<file path="src/rtl/phase_sched_pkg.sv">
// Shared types and constants for the phase_processor round-robin scheduler.
package phase_sched_pkg;

  typedef enum logic [1:0] {
    IDLE  = 2'd0,
    ISSUE = 2'd1,
    WAIT  = 2'd2
  } state_e;

  localparam int FACT_W = 4;
  localparam int N_FACT = 3;
  localparam int MULT_W = FACT_W * N_FACT;

  // Channel-id width; a single channel still needs one bit to carry an id.
  function automatic int ch_id_w(input int n);
    return (n > 1) ? $clog2(n) : 1;
  endfunction

endpackage

</file>
<file path="src/rtl/phase_sched_rr_pick.sv">
// Combinational round-robin picker: first set request at or after last+1, wrapping.
module rr_pick #(
  parameter int N     = 4,
  parameter int IDX_W = 2
) (
  input  logic [N-1:0]     req,
  input  logic [IDX_W-1:0] last,
  output logic [IDX_W-1:0] grant_idx,
  output logic             any
);

  logic [2*N-1:0] w_dbl;
  logic [N-1:0]   w_rot;

  // Rotate so bit 0 of w_rot is the channel just after the last grant.
  assign w_dbl = {req, req} >> (int'(last) + 1);
  assign w_rot = w_dbl[N-1:0];
  assign any   = |req;

  // Scan from the far end down so the nearest request wins.
  always_comb begin
    grant_idx = '0;
    for (int j = N - 1; j >= 0; j--) begin
      if (w_rot[j]) begin
        grant_idx = IDX_W'((int'(last) + 1 + j) % N);
      end else begin
        grant_idx = grant_idx;
      end
    end
  end

endmodule

</file>
<file path="src/rtl/phase_sched.sv">
// Shares one phase_processor among N_CH channels: one-deep sample slot per
// channel, round-robin issue, completion wait with timeout abort.
module phase_sched
  import phase_sched_pkg::*;
#(
  parameter int N_CH    = 4,
  parameter int MAG_W   = 21,
  parameter int PHASE_W = 22,
  parameter int TIMEOUT = 2047
) (
  input  logic                         sys_clk,
  input  logic                         sys_rst,
  input  logic [N_CH-1:0]              ch_strobe,
  input  logic [N_CH*MAG_W-1:0]        ch_mag,
  input  logic [N_CH*PHASE_W-1:0]      ch_phase,
  input  logic [N_CH*MULT_W-1:0]       ch_mult,
  input  logic                         clr_drop,
  output logic [MAG_W-1:0]             pp_mag,
  output logic [PHASE_W-1:0]           pp_phase,
  output logic [FACT_W-1:0]            pp_mult_factors,
  output logic [FACT_W-1:0]            pp_mult_factors_1,
  output logic [FACT_W-1:0]            pp_mult_factors_2,
  output logic                         pp_strobe,
  input  logic                         pp_strobe_out,
  output logic                         res_valid,
  output logic [ch_id_w(N_CH)-1:0]     res_ch,
  output logic                         timeout_err,
  output logic [N_CH-1:0]              drop_flags,
  output logic                         busy
);

  localparam int CH_W  = ch_id_w(N_CH);
  localparam int CNT_W = $clog2(TIMEOUT + 1);

  logic [MAG_W-1:0]   w_mag        [N_CH];
  logic [PHASE_W-1:0] w_phase      [N_CH];
  logic [MULT_W-1:0]  w_mult       [N_CH];
  logic [MAG_W-1:0]   r_slot_mag   [N_CH];
  logic [PHASE_W-1:0] r_slot_phase [N_CH];

  logic [N_CH-1:0]    r_pending, w_pending_nxt, w_drop_set, r_drop;
  logic [CH_W-1:0]    r_last, w_sel, r_res_ch;
  logic               w_any, w_select;
  state_e             r_state;
  logic [CNT_W-1:0]   r_cnt, w_cnt_inc;
  logic [MAG_W-1:0]   r_pp_mag;
  logic [PHASE_W-1:0] r_pp_phase;
  logic [FACT_W-1:0]  r_pp_f0, r_pp_f1, r_pp_f2;
  logic               r_pp_strobe, r_res_valid, r_timeout_err, r_busy;

  for (genvar g = 0; g < N_CH; g++) begin : g_unpack
    assign w_mag[g]   = ch_mag[g*MAG_W +: MAG_W];
    assign w_phase[g] = ch_phase[g*PHASE_W +: PHASE_W];
    assign w_mult[g]  = ch_mult[g*MULT_W +: MULT_W];
  end

  rr_pick #(.N(N_CH), .IDX_W(CH_W)) u_pick (
    .req       (r_pending),
    .last      (r_last),
    .grant_idx (w_sel),
    .any       (w_any)
  );

  // The cycle after a job ends is left free so the result is not disturbed by a new strobe.
  assign w_select  = (r_state == IDLE) && w_any && !r_res_valid && !r_timeout_err;
  assign w_cnt_inc = r_cnt + CNT_W'(1);

  // A strobe into the slot being selected refills it without counting as a drop.
  always_comb begin
    w_pending_nxt = r_pending;
    w_drop_set    = '0;
    for (int i = 0; i < N_CH; i++) begin
      if (w_select && (w_sel == CH_W'(i))) begin
        w_pending_nxt[i] = ch_strobe[i];
      end else if (ch_strobe[i]) begin
        w_pending_nxt[i] = 1'b1;
        w_drop_set[i]    = r_pending[i];
      end else begin
        w_pending_nxt[i] = r_pending[i];
      end
    end
  end

  // Per-channel sample slots, pending bits and sticky drop flags.
  always_ff @(posedge sys_clk) begin
    if (sys_rst) begin
      r_pending <= '0;
      r_drop    <= '0;
      for (int i = 0; i < N_CH; i++) begin
        r_slot_mag[i]   <= '0;
        r_slot_phase[i] <= '0;
      end
    end else begin
      r_pending <= w_pending_nxt;
      r_drop    <= (clr_drop ? {N_CH{1'b0}} : r_drop) | w_drop_set;
      for (int i = 0; i < N_CH; i++) begin
        if (ch_strobe[i]) begin
          r_slot_mag[i]   <= w_mag[i];
          r_slot_phase[i] <= w_phase[i];
        end
      end
    end
  end

  // Issue/wait FSM with registered processor-side and status outputs.
  always_ff @(posedge sys_clk) begin
    if (sys_rst) begin
      r_state       <= IDLE;
      r_last        <= CH_W'(N_CH - 1);
      r_cnt         <= '0;
      r_pp_mag      <= '0;
      r_pp_phase    <= '0;
      r_pp_f0       <= '0;
      r_pp_f1       <= '0;
      r_pp_f2       <= '0;
      r_pp_strobe   <= 1'b0;
      r_res_valid   <= 1'b0;
      r_res_ch      <= '0;
      r_timeout_err <= 1'b0;
      r_busy        <= 1'b0;
    end else begin
      r_pp_strobe   <= 1'b0;
      r_res_valid   <= 1'b0;
      r_timeout_err <= 1'b0;
      case (r_state)
        IDLE: begin
          if (w_select) begin
            r_pp_mag    <= r_slot_mag[w_sel];
            r_pp_phase  <= r_slot_phase[w_sel];
            r_pp_f0     <= w_mult[w_sel][FACT_W-1:0];
            r_pp_f1     <= w_mult[w_sel][2*FACT_W-1:FACT_W];
            r_pp_f2     <= w_mult[w_sel][3*FACT_W-1:2*FACT_W];
            r_res_ch    <= w_sel;
            r_last      <= w_sel;
            r_pp_strobe <= 1'b1;
            r_busy      <= 1'b1;
            r_state     <= ISSUE;
          end
        end
        ISSUE: begin
          r_cnt   <= '0;
          r_state <= WAIT;
        end
        WAIT: begin
          if (pp_strobe_out) begin
            r_res_valid <= 1'b1;
            r_busy      <= 1'b0;
            r_state     <= IDLE;
          end else if (w_cnt_inc == CNT_W'(TIMEOUT)) begin
            r_timeout_err <= 1'b1;
            r_busy        <= 1'b0;
            r_state       <= IDLE;
          end else begin
            r_cnt <= w_cnt_inc;
          end
        end
        default: begin
          r_busy  <= 1'b0;
          r_state <= IDLE;
        end
      endcase
    end
  end

  assign pp_mag            = r_pp_mag;
  assign pp_phase          = r_pp_phase;
  assign pp_mult_factors   = r_pp_f0;
  assign pp_mult_factors_1 = r_pp_f1;
  assign pp_mult_factors_2 = r_pp_f2;
  assign pp_strobe         = r_pp_strobe;
  assign res_valid         = r_res_valid;
  assign res_ch            = r_res_ch;
  assign timeout_err       = r_timeout_err;
  assign drop_flags        = r_drop;
  assign busy              = r_busy;

endmodule

</file>
<file path="config.mk">
export PLATFORM = sky130hd
export DESIGN_NAME = phase_sched
export DESIGN_NICKNAME = d
export VERILOG_FILES = /design/src/rtl/phase_sched_pkg.sv /design/src/rtl/phase_sched_rr_pick.sv /design/src/rtl/phase_sched.sv
export SDC_FILE = /design/constraint.sdc
export NUM_CORES = 1
export LEC_CHECK = 0
export CAP_MARGIN = 10
export CORE_UTILIZATION = 40
export DETAILED_ROUTE_END_ITERATION = 10
export GPL_ROUTABILITY_DRIVEN = 0
export PLACE_DENSITY = 0.76
export SETUP_SLACK_MARGIN = 0.15
export SLEW_MARGIN = 40
export SYNTH_ARGS = -nofsm -noshare
export SYNTH_HDL_FRONTEND = slang
export SYNTH_SLANG_ARGS = --single-unit
</file>
<file path="constraint.sdc">
create_clock -name sys_clk -period 6.5 [get_ports sys_clk]
set_clock_uncertainty 0.2 [all_clocks]
set_input_delay 1.3 -clock sys_clk [delete_from_list [all_inputs] [get_ports sys_clk]]
set_output_delay 1.3 -clock sys_clk [all_outputs]
set_load 0.02 [all_outputs]
</file>
After elaboration in Yosys (flattened, before gate mapping)

Memories as Yosys holds them, arrays and structs flattened. A register that Yosys moved wholly into a read port is not among the register bits.
Index checks and enable logic that the tools add are counted.
W data, S select, Z words.

Add/subtract/negate cells: 5
$lt $le $gt $ge: 1
Equal/unequal tests: 10
Shift operators: 1
Multiplexer cells: 60
Bitwise logic cells: 13
Reductions and logical operators: 24

Operator list:

| cell                    | number |
|---|---|
| $mux W22                | 4 |
| $mux W21                | 4 |
| $mux W1                 | 36 |
| $bmux W12 S2            | 1 |
| $mux W12                | 2 |
| $mux W11                | 2 |
| $pmux W11 S2            | 1 |
| $mux W2                 | 7 |
| $add A11 B1 Y11 const B | 1 |
| $eq A11 B11 Y1 const B  | 1 |
| $reduce_bool A2 Y1      | 5 |
| $or A1 B1 Y1            | 8 |
| $shr A8 B3 Y4           | 1 |
| $logic_and A1 B1 Y1     | 7 |
| $eq A2 B2 Y1 const B    | 3 |
| $ne A2 B2 Y1 const B    | 3 |
| $pmux W2 S3             | 1 |
| $reduce_and A3 Y1       | 2 |
| $add A2 B2 Y2 const B   | 2 |
| $eq A2 B1 Y1 const B    | 2 |
| $logic_not A2 Y1        | 2 |
| $mux W4                 | 1 |
| $or A4 B4 Y4            | 1 |
| $reduce_and A2 Y1       | 2 |
| 11 further kinds        | 15 |

Bits in registers: 41
RAM bits: 172
Bits of input ports: 228
Output and inout port bits: 65
Logic and storage cells: 132
Memories kept: 2

Memory list:

| memory       | depth | bits a word | rd ports | clocked after Yosys merged registers in | wr ports | line              | text |
|---|---|---|---|---|---|---|---|
| r_slot_phase | 4     | 22          | 1        | 1                                       | 4        | phase_sched.sv:39 | `logic [PHASE_W-1:0] r_slot_phase [N_CH];` |
| r_slot_mag   | 4     | 21          | 1        | 1                                       | 4        | phase_sched.sv:38 | `logic [MAG_W-1:0] r_slot_mag [N_CH];` |

Depth between registers and ports, before layout

Gate-level depths: netlist (run 1).

Depth after elaboration: 10
Mapped depth: 9
Gate-level depth less buffers: 7

By module

Synthesis (run 1) repeated with hierarchy kept, for this count alone.

Cells, all modules: 856
Area total of the unflattened synthesis: 11010.6 µm²

Modules (own cells, without submodules):

| module      | times used | cells an instance | area an instance (µm²) | seq. area each (µm²) |
|---|---|---|---|---|
| phase_sched | 1          | 842               | 10931.7                | 6846.6 |
| rr_pick     | 1          | 14                | 78.8                   | 0.0 |

Worst setup path before layout (run 1)

No wires, ideal clock.

Kind: input to register
Start point: in sys_rst
End point: mem r_slot_mag[3][0] (enable)
Library setup time: 381 ps
Data arrival time: 2426 ps
Required time: 5919 ps
Setup slack: 3493 ps
Stages on the path: 3
Buffers on the path: 2
Cells stage by stage: clkbuf_1 > clkbuf_1 > or2_2

RTL lines:

| element            | line              | text |
|---|---|---|
| start: declaration | phase_sched.sv:12 | `input logic sys_rst,` |
| end: declaration   | phase_sched.sv:38 |  |

Worst setup path in the final report (run 1)

Start point: reg r_pending[1]
End point: reg r_pending[3]

Cells in the longest elaborated chain, start to end: 8
Elaborated cells on any way between the ends: 13
Those cells by class: 1 x eq/ne; 1 x shift; 5 x mux; 6 x reduce/logical

RTL lines:

| element                                       | line                      | text |
|---|---|---|
| start: declaration                            | phase_sched.sv:41         | `logic [N_CH-1:0] r_pending, w_pending_nxt, w_drop_set, r_drop;` |
| start signal: assignment                      | phase_sched.sv:94         | `r_pending <= w_pending_nxt;` |
| $shr A8 B3 Y4                                 | phase_sched_rr_pick.sv:16 | `assign w_dbl = {req, req} >> (int'(last) + 1);` |
| $mux W2 (4 in a row)                          | phase_sched_rr_pick.sv:24 | `if (w_rot[j]) begin` |
| $eq A2 B2 Y1                                  | phase_sched.sv:73         | `if (w_select && (w_sel == CH_W'(i))) begin` |
| $logic_and A1 B1 Y1 (*)                       | phase_sched.sv:73         |  |
| $mux W1 or $reduce_bool A2 Y1 (tied branches) | --                        |  |

Every way passes the cells marked *; elsewhere a longest branch is shown, timed or not.
A chain may end at the register's enable or synchronous reset.

==> flow_metrics.py, run 1 <==
metrics = {
    "yosys": {
        "synth_edf_count": 172,
        "synth_cell_types": 54,
        "yosysWarningCount": 0,
        "avgSynthCellArea_um2": 9.98,
        "synth_top_area_cell": "edfxtp_1",
        "synth_async_sr_flop_share_pct": 0,
        "synth_top_area_share_pct": 45.7,
        "netlist_area_um2": 11300,
        "yosysSeqAreaShare_pct": 60.5,
        "ys.flop_type": "edfxtp_1",
        "synth_seq_cells": 256,
        "syn-instance-count": 1133,
        "synth_area_leaders": "edfxtp_1, dfxtp_1, nand2_1",
        "syn_nets": 1363,
    },
    "worst_setup_path": {
        "worst_setup_path_end_kind": "flop",
        "r2r-start": "r_pending[1]",
        "timing.rr.end": "r_pending[3]",
        "cp.required_ns": 6.69,
        "worstPathArrival_ns": 3.38,
        "critPathKind": "reg -> reg",
        "cp_max_fo": 67,
        "rrSetupSlack_ns": 3.31,
        "startpoint_type": "flop",
        "r2r_cells": 7,
    },
    "global_routing": {
        "grt_max_degree": 83,
        "antenna_found_initial": 0,
        "grt.overflow.total": 0,
        "grt_pass1_wl_um": 46400,
        "grt_usage_pct": 20.8,
        "grt_pass1_vias": 8763,
    },
    "clocking": {
        "path_clk_slew_ns": 0.06,
        "cts_sinks": 256,
        "cts_resized": 0,
        "cts.path.max_buffers": 3,
        "clkLatencyLatePin_ns": 0.54,
        "post_cts_buffers": 0,
        "cts_tree": "yes",
        "cts-root-buf": "clkbuf_16",
        "hold_buffers": 0,
        "cts_buffers": 28,
        "h-tree-depth": 1,
    },
    "cells_and_area": {
        "fillers": 2383,
        "syn_to_final_growth_pct": 38.9,
        "antenna_cells": 0,
        "layout-drive-gt1-share_pct": 6.36,
        "final_cells": 1793,
        "final_nets": 1623,
    },
    "sta": {
        "setup_violations": 0,
        "hold_viol": 0,
        "fin_crit_sh_pct": 49.1,
        "maxSlewViolCount": 0,
        "rsz0062_at_grt": "no",
        "slew_headroom_pct": 45.6,
        "finalCriticalPeriod_ns": 3.19,
        "worst_pin_slew_ns": 0.816,
        "setup_slack_ns": 3.31,
        "fmax_mhz": 314,
        "whs_ns": 0.253,
        "setup_tns_ns": 0,
    },
    "drt": {
        "viasPerCell": 5.02,
        "via_count": 9002,
        "ant_nets": 0,
        "wirelength_um": 30600,
        "wl_per_cell_um": 17.1,
        "first_pass_iters": 5,
        "drt_iter0_markers": 689,
        "post-route-drc-count": 0,
    },
    "place": {
        "hpwl_um": 20900,
        "dp_slack_ns": 3.01,
        "portBuffers": 292,
        "dp.cells": 1740,
    },
    "floorplanning": {
        "coreArea_um2": 27800,
        "initial_core_util_pct": 40.7,
        "die_area_um2": 29000,
        "io_pins": 293,
        "die_y_um": 170,
        "placementRows": 61,
        "die_x_um": 170,
    },
    "power": {
        "irDropWorstVdd_v": 0.000143,
        "power_density_nw_per_um2": 298,
        "power.leakage_nw": 6.03,
    },
    "hold_path": {
        "hold_start": "pp_mag[5]",
        "hold_path_depth": 2,
        "hold_end": "pp_mag[5]",
        "hold_class": "reg -> reg",
    },
    "run_status": {
        "status": "completed",
    },
    "flow_run": {
        "maxCapViolations": 0,
    },
}
-- report_power, final --
| part | leakage (nW) | switching, W | internal [W] |
|---|---|---|---|
| Combinational | 2.99 | 0.000559 | 0.000436 |
| Sequential | 2.54 | 0.0000816 | 0.00191 |
| Clock | 0.497 | 0.000657 | 0.00104 |
| Total | 6.03 | 0.00130 | 0.00338 |
-- layout by cell type, fill, tap and decap left out, types with 2 or more instances in the layout --
master,synthesis,layout
o211ai_1,55,55
xor2_1,2,2
o21ai_0,5,5
nor2b_4,0,2
nor3_1,3,3
ha_1,2,2
buf_16,0,5
nand2b_1,6,6
o21ai_1,3,3
nor2_4,0,2
nand4_1,3,3
bufinv_16,0,2
buf_4,5,8
inv_1,6,6
and3_1,3,3
nor2_1,18,16
a32o_1,2,2
clkdlybuf4s50_1,0,291
nand3_1,64,64
clkbuf_8,0,4
dfxtp_1,84,84
nand2_1,345,345
or2_4,0,4
clkinv_2,0,5
and2_1,175,175
o2bb2ai_1,2,2
edfxtp_1,172,172
o31ai_1,5,5
a21oi_1,64,64
clkinv_4,0,2
clkinvlp_4,0,4
clkbuf_16,0,33
-- sequential cells by signal (all words and copies together) (netlist names) --
name	flops
pp_phase	22
pp_strobe	1
pp_mult_factors_1	4
pp_mult_factors_2	4
r_slot_mag	84
res_ch	2
res_valid	1
r_cnt	11
pp_mult_factors	4
r_state	2
r_slot_phase	88
r_pending	4
busy	1
r_last	2
pp_mag	21
timeout_err	1
drop_flags	4
-- worst max-delay path, cell delays in order, from the launching register on --
cell      delay [ns]
dfxtp_1         0.40
or2_1           0.31
a311oi_4        0.29
buf_4           0.48
buf_4           0.70
nand2_1         0.25
o21ai_1         0.25
a21oi_1         0.09
-- per-stage QoR --
| stage | utilization (%) | total power (W) | area (um2) |
|---|---|---|---|
| global route | 56.6 | 0.00487 | 15700 |
| detailed placement | 52.8 | 0.00302 | 14700 |
| global placement | 52.3 | 0.00298 | 14500 |
| CTS | 56.4 | 0.00471 | 15700 |
| finish | 56.6 | 0.00468 | 15700 |
| floorplan | - | 0.00255 | 11300 |
-- worst max path at each step --
stage | start | endpoint | slack, ns | cells after the start
final | r_pending[1] | r_pending[3] | 3.31 | 7
after global routing | r_pending[3] | r_pending[3] | 3.09 | 7
after CTS | r_pending[1] | pp_mag[10] | 3.13 | 7
after detailed placement | pp_strobe_out | r_cnt[10] | 3.01 | 6
after global placement | sys_rst | r_slot_phase[0][16] | 2.82 | 2
after floorplan | sys_rst | r_slot_mag[3][0] | 3.49 | 3
-- area by class of cell --
type / instances / area [um2] / share of cell area, %
clock buffer: 39 / 890 / 5.66
clock inverter: 13 / 133 / 0.844
sequential: 256 / 6850 / 43.6
timing repair buffer: 306 / 3140 / 20.0
inverter: 6 / 22.5 / 0.143
multi-input combinational: 795 / 4210 / 26.8
tap: 378 / 473 / 3.01
-- Yosys cell counts, types with 3 or more instances --
library cell  count
a21oi_1          64
and2_1          175
and3_1            3
buf_1             4
buf_2            17
buf_4             5
clkbuf_1         50
dfxtp_1          84
edfxtp_1        172
inv_1             6
nand2_1         345
nand2b_1          6
nand3_1          64
nand4_1           3
nor2_1           18
nor2b_1           3
nor3_1            3
o211ai_1         55
o21ai_0           5
o21ai_1           3
o31ai_1           5
or2_2             5
-- cells by family (layout without fill, tap and decap cells) --
logic type / Yosys count / count (layout) / synth area share [%]
xor+xnor: 2 / 2 / 0.155
simple gates: 636 / 636 / 26.7
compound gates: 154 / 154 / 9.17
mux: 1 / 1 / 0.0996
buf+inv: 82 / 364 / 3.08
fa+ha+maj: 2 / 2 / 0.221
flops: 256 / 256 / 60.5
-- routing by layer --
layer,vias up,share of wire [%],global-route usage [%]
met1,4209,40,25.0
met3,61,6.4,3.37
met2,351,50,37.6
li1,4381,-,-
met5,-,0,0
met4,0,3.1,7.40
No activity file was read; power rests on OpenSTA's default activity.
==> run 2: changes to the inputs <==
==> constraint.sdc (replaced) <==
create_clock -name sys_clk -period 3.1 [get_ports sys_clk]
set_clock_uncertainty 0.2 [all_clocks]
set_input_delay 0.62 -clock sys_clk [delete_from_list [all_inputs] [get_ports sys_clk]]
set_output_delay 0.62 -clock sys_clk [all_outputs]
set_load 0.02 [all_outputs]
==> flow_metrics.py, run 2 (same netlist as run 1, synthesis figures left out) <==
metrics = {
    "run_status": {
        "status": "completed",
    },
    "worst_setup_path": {
        "worst_setup_path_end_kind": "flop",
        "startpoint_type": "flop",
        "rrSetupSlack_ns": 0.58,
        "timing.rr.end": "pp_phase[4]",
        "cp_max_fo": 51,
        "r2r-start": "r_pending[1]",
        "cp.required_ns": 3.38,
        "critPathKind": "reg -> reg",
        "r2r_cells": 7,
        "worstPathArrival_ns": 2.79,
    },
    "clocking": {
        "clkLatencyLatePin_ns": 0.54,
        "cts-root-buf": "clkbuf_16",
        "cts_sinks": 256,
        "cts_tree": "yes",
        "hold_buffers": 0,
        "cts_buffers": 27,
        "cts.path.max_buffers": 3,
        "path_clk_slew_ns": 0.06,
        "post_cts_buffers": 0,
        "h-tree-depth": 1,
        "cts_resized": 0,
    },
    "cells_and_area": {
        "final_common_cell": "nand2_1",
        "layout-drive-gt1-share_pct": 6.25,
        "largest_reg_flops": 88,
        "regMostFlops": "r_slot_phase",
        "antenna_cells": 0,
        "final_nets": 1632,
        "mostFrequentLayoutCells": "nand2_1, clkdlybuf4s50_1, and2_1",
        "syn_to_final_growth_pct": 38.0,
        "fin_util_pct": 56.2,
    },
    "sta": {
        "setup_violations": 0,
        "rsz0062_at_grt": "no",
        "fmax_mhz": 398,
        "setup_tns_ns": 0,
        "whs_ns": 0.252,
        "finalCriticalPeriod_ns": 2.52,
        "fin_crit_sh_pct": 81.1,
        "slew_headroom_pct": 60.6,
        "worst_pin_slew_ns": 0.591,
        "maxSlewViolCount": 0,
        "hold_viol": 0,
    },
    "hold_path": {
        "hold_start": "pp_mult_factors_1[1]",
        "hold_path_depth": 2,
        "hold_end": "pp_mult_factors_1[1]",
        "hold_class": "reg -> reg",
    },
    "global_routing": {
        "grt.overflow.total": 0,
        "grt_pass1_vias": 8939,
        "grt_usage_pct": 21.1,
        "grt_pass1_wl_um": 47100,
        "grt_max_degree": 63,
        "antenna_found_initial": 0,
    },
    "drt": {
        "post-route-drc-count": 0,
        "ant_nets": 0,
        "drt_iter0_markers": 752,
        "wl_per_cell_um": 17.3,
        "wirelength_um": 31200,
        "viasPerCell": 5.02,
        "first_pass_iters": 5,
        "via_count": 9048,
    },
    "power": {
        "power_density_nw_per_um2": 602,
        "irDropWorstVdd_v": 0.000332,
        "power.total_w": 0.00939,
        "power.leakage_nw": 5.99,
    },
    "floorplanning": {
        "initial_core_util_pct": 40.7,
        "die_area_um2": 29000,
        "coreArea_um2": 27800,
        "placementRows": 61,
        "io_pins": 293,
        "die_y_um": 170,
        "die_x_um": 170,
    },
    "place": {
        "hpwl_um": 20600,
        "portBuffers": 292,
    },
    "flow_run": {
        "maxCapViolations": 0,
    },
}
-- run 2: worst max-delay path, cell delays in order, from the launching register on --
cell and delay, ns:
dfxtp_1 0.48, nor3b_1 0.49, a311o_2 0.24, buf_4 0.45, nand2_1 0.17, nand2_1 0.13, o211ai_1 0.10, a21oi_1 0.15
-- run 2: area by class of cell --
type	count	area (um2)
multi-input cells	795	4190
well taps	378	473
flip-flops and latches	256	6850
repair buffers	316	3210
inverters	6	22.5
clock buffers	40	764
fillers	2377	12200
clock inverters	10	95.1
-- run 2: routing by layer --
metal / GRT usage, % / wire, um / vias to the layer above
met3: 2.74 / 1820 / 58
met4: 7.21 / 899 / 0
met2: 38.4 / 15700 / 325
met5: 0 / 0 / -
li1: - / - / 4405
met1: 25.6 / 12800 / 4260
-- run 2: report_power, final --
| part | switching (W) | leakage, nW | internal [W] |
|---|---|---|---|
| Sequential | 0.000165 | 2.54 | 0.00401 |
| Clock | 0.00132 | 0.421 | 0.00180 |
| Combinational | 0.00117 | 3.03 | 0.000935 |
-- run 2: worst max path at each step --
stage	from	to	slack, ns	cells past startpoint
finish	r_pending[1]	pp_phase[4]	0.58	7
global route	r_pending[1]	pp_phase[4]	0.43	7
CTS	r_pending[1]	pp_phase[4]	0.55	7
detailed placement	r_pending[1]	pp_mag[15]	0.66	7
global placement	pp_strobe_out	r_cnt[10]	0.69	7
floorplan	sys_rst	r_slot_mag[3][0]	0.77	3
-- run 2: metrics by stage --
step                      setup WS (ns)  cell area, um2  instances
after floorplan                   0.773           11300       1133
after global placement            0.686           14700       1751
after detailed placement          0.660           14700       1751
after CTS                         0.551           15600       1801
after global routing              0.426           15600       1801
final                             0.585           15600       1801
==> run 3: changes to the inputs <==
==> constraint.sdc (replaced) <==
create_clock -name sys_clk -period 2.5 [get_ports sys_clk]
set_clock_uncertainty 0.2 [all_clocks]
set_input_delay 0.5 -clock sys_clk [delete_from_list [all_inputs] [get_ports sys_clk]]
set_output_delay 0.5 -clock sys_clk [all_outputs]
set_load 0.02 [all_outputs]
==> flow_metrics.py, run 3 (same netlist as run 1, synthesis figures left out) <==
metrics = {
    "clocking": {
        "cts-root-buf": "clkbuf_16",
        "path_clk_slew_ns": 0.06,
        "h-tree-depth": 1,
        "hold_buffers": 0,
        "cts_buffers": 26,
        "clkLatencyLatePin_ns": 0.53,
        "cts.path.max_buffers": 3,
        "cts_sinks": 256,
        "cts_tree": "yes",
    },
    "drt": {
        "first_pass_iters": 4,
        "post-route-drc-count": 0,
        "ant_nets": 0,
        "drt_iter0_markers": 571,
        "viasPerCell": 5.03,
        "via_count": 9118,
        "wl_per_cell_um": 17.8,
        "wirelength_um": 32200,
    },
    "floorplanning": {
        "die_x_um": 170,
        "placementRows": 61,
        "die_y_um": 170,
        "coreArea_um2": 27800,
        "initial_core_util_pct": 40.7,
        "die_area_um2": 29000,
        "io_pins": 293,
    },
    "place": {
        "hpwl_um": 21500,
        "portBuffers": 292,
        "dp_slack_ns": 0.0606,
        "placed_area_um2": 14900,
    },
    "flow_run": {
        "maxCapViolations": 0,
    },
    "hold_path": {
        "hold_class": "in -> reg",
    },
    "cells_and_area": {
        "final_cell_area_um2": 15800,
        "fin_util_pct": 56.9,
        "layout-drive-gt1-share_pct": 7.32,
        "final_nets": 1645,
        "final_common_cell": "nand2_1",
        "regMostFlops": "r_slot_phase",
        "mostFrequentLayoutCells": "nand2_1, clkdlybuf4s50_1, and2_1",
        "syn_to_final_growth_pct": 39.8,
        "largest_reg_flops": 88,
    },
    "worst_setup_path": {
        "cp_slowest_cell": "clkdlybuf4s50_1",
        "critPathKind": "reg -> out",
        "critPathMaxStageDelay_ns": 0.63,
        "cp_max_fo": 2,
        "worstPathArrival_ns": 1.55,
        "startpoint_type": "flop",
        "cp_cell_sequence": "clkdlybuf4s50_1",
        "cp.required_ns": 1.80,
        "critical-path-top-delay-family": "buffers and inverters",
        "worst_setup_path_end_kind": "output port",
        "crit_buf_inv": 1,
    },
    "run_status": {
        "status": "completed",
    },
    "global_routing": {
        "grt_pass1_vias": 9112,
        "grt_pass1_wl_um": 47900,
        "antenna_found_initial": 1,
        "grt_usage_pct": 21.6,
        "grt_max_degree": 75,
        "grt.overflow.total": 0,
    },
    "power": {
        "power.leakage_nw": 6.07,
        "irDropWorstVdd_v": 0.000404,
        "power_density_nw_per_um2": 735,
    },
    "sta": {
        "rsz0062_at_grt": "yes",
        "slew_headroom_pct": 65.6,
        "setup_tns_ns": 0,
        "setup_violations": 0,
        "hold_viol": 0,
        "setup_slack_ns": 0.254,
        "worst_pin_slew_ns": 0.515,
        "maxSlewViolCount": 0,
        "finalCriticalPeriod_ns": 2.25,
        "fmax_mhz": 445,
        "fin_crit_sh_pct": 89.8,
    },
}
[run 3: changes by cell type in the layout (fill, tap and decap cells not counted), moves of 3 or more]
cell,previous run,this run
buf_4,16,23
clkinv_1,1,7
buf_16,0,4
dfxtp_1,84,80
dfxtp_2,0,4
clkbuf_1,9,6
[run 3: layer usage]
metal  track usage, %  vias to the layer above  wire length, um
met4             9.17                        0             1230
met3             4.16                       80             2310
met5                0                        -                0
met2             38.5                      349            16000
met1             25.3                     4270            12700
li1                 -                     4419                -
[run 3: cell type report]
type	instances	area, um2
Fill cell	2342	12000
Sequential cell	256	6850
Multi-Input combinational cell	795	4230
Timing Repair Buffer	330	3410
Clock buffer	36	739
Tap cell	378	473
Clock inverter	12	78.8
Inverter	6	22.5
Antenna cell	1	2.50
[run 3: metrics by stage]
| stage | power [W] | hold WS [ns] | cells |
|---|---|---|---|
| CTS | 0.0117 | 0.167 | 1808 |
| global route | 0.0121 | 0.207 | 1813 |
| floorplan | 0.00663 | 0.257 | 1133 |
| detailed placement | 0.00796 | 0.246 | 1758 |
| finish | 0.0116 | 0.188 | 1814 |
| global placement | 0.00787 | 0.241 | 1752 |
[run 3: what timing repair did]
action                                 4_1_cts  5_1_grt
setup endpoints to repair                    5       29
endpoints found under the hold margin        0        0
resized for setup                            1       10
cloned                                       0        1
pin swaps                                    1        2
buffers inserted                             2        4
[run 3: report_power, final]
group	internal [W]	switching [W]	total [W]
Combinational	0.00122	0.00151	0.00272
Clock	0.00216	0.00158	0.00373
Sequential	0.00497	0.000201	0.00517
Total	0.00834	0.00328	0.0116
[run 3: path summary, 6_finish.rpt]
path | from | end | slack [ns] | cells after the start
setup reg to reg | r_pending[0] | pp_mag[20] | 0.26 | 7
hold reg to reg | pp_mag[14] | pp_mag[14] | 0.25 | 2
hold / removal | sys_rst | r_pending[0] | 0.19 | 2
setup / recovery | pp_phase[8] | pp_phase[8] | 0.25 | 1
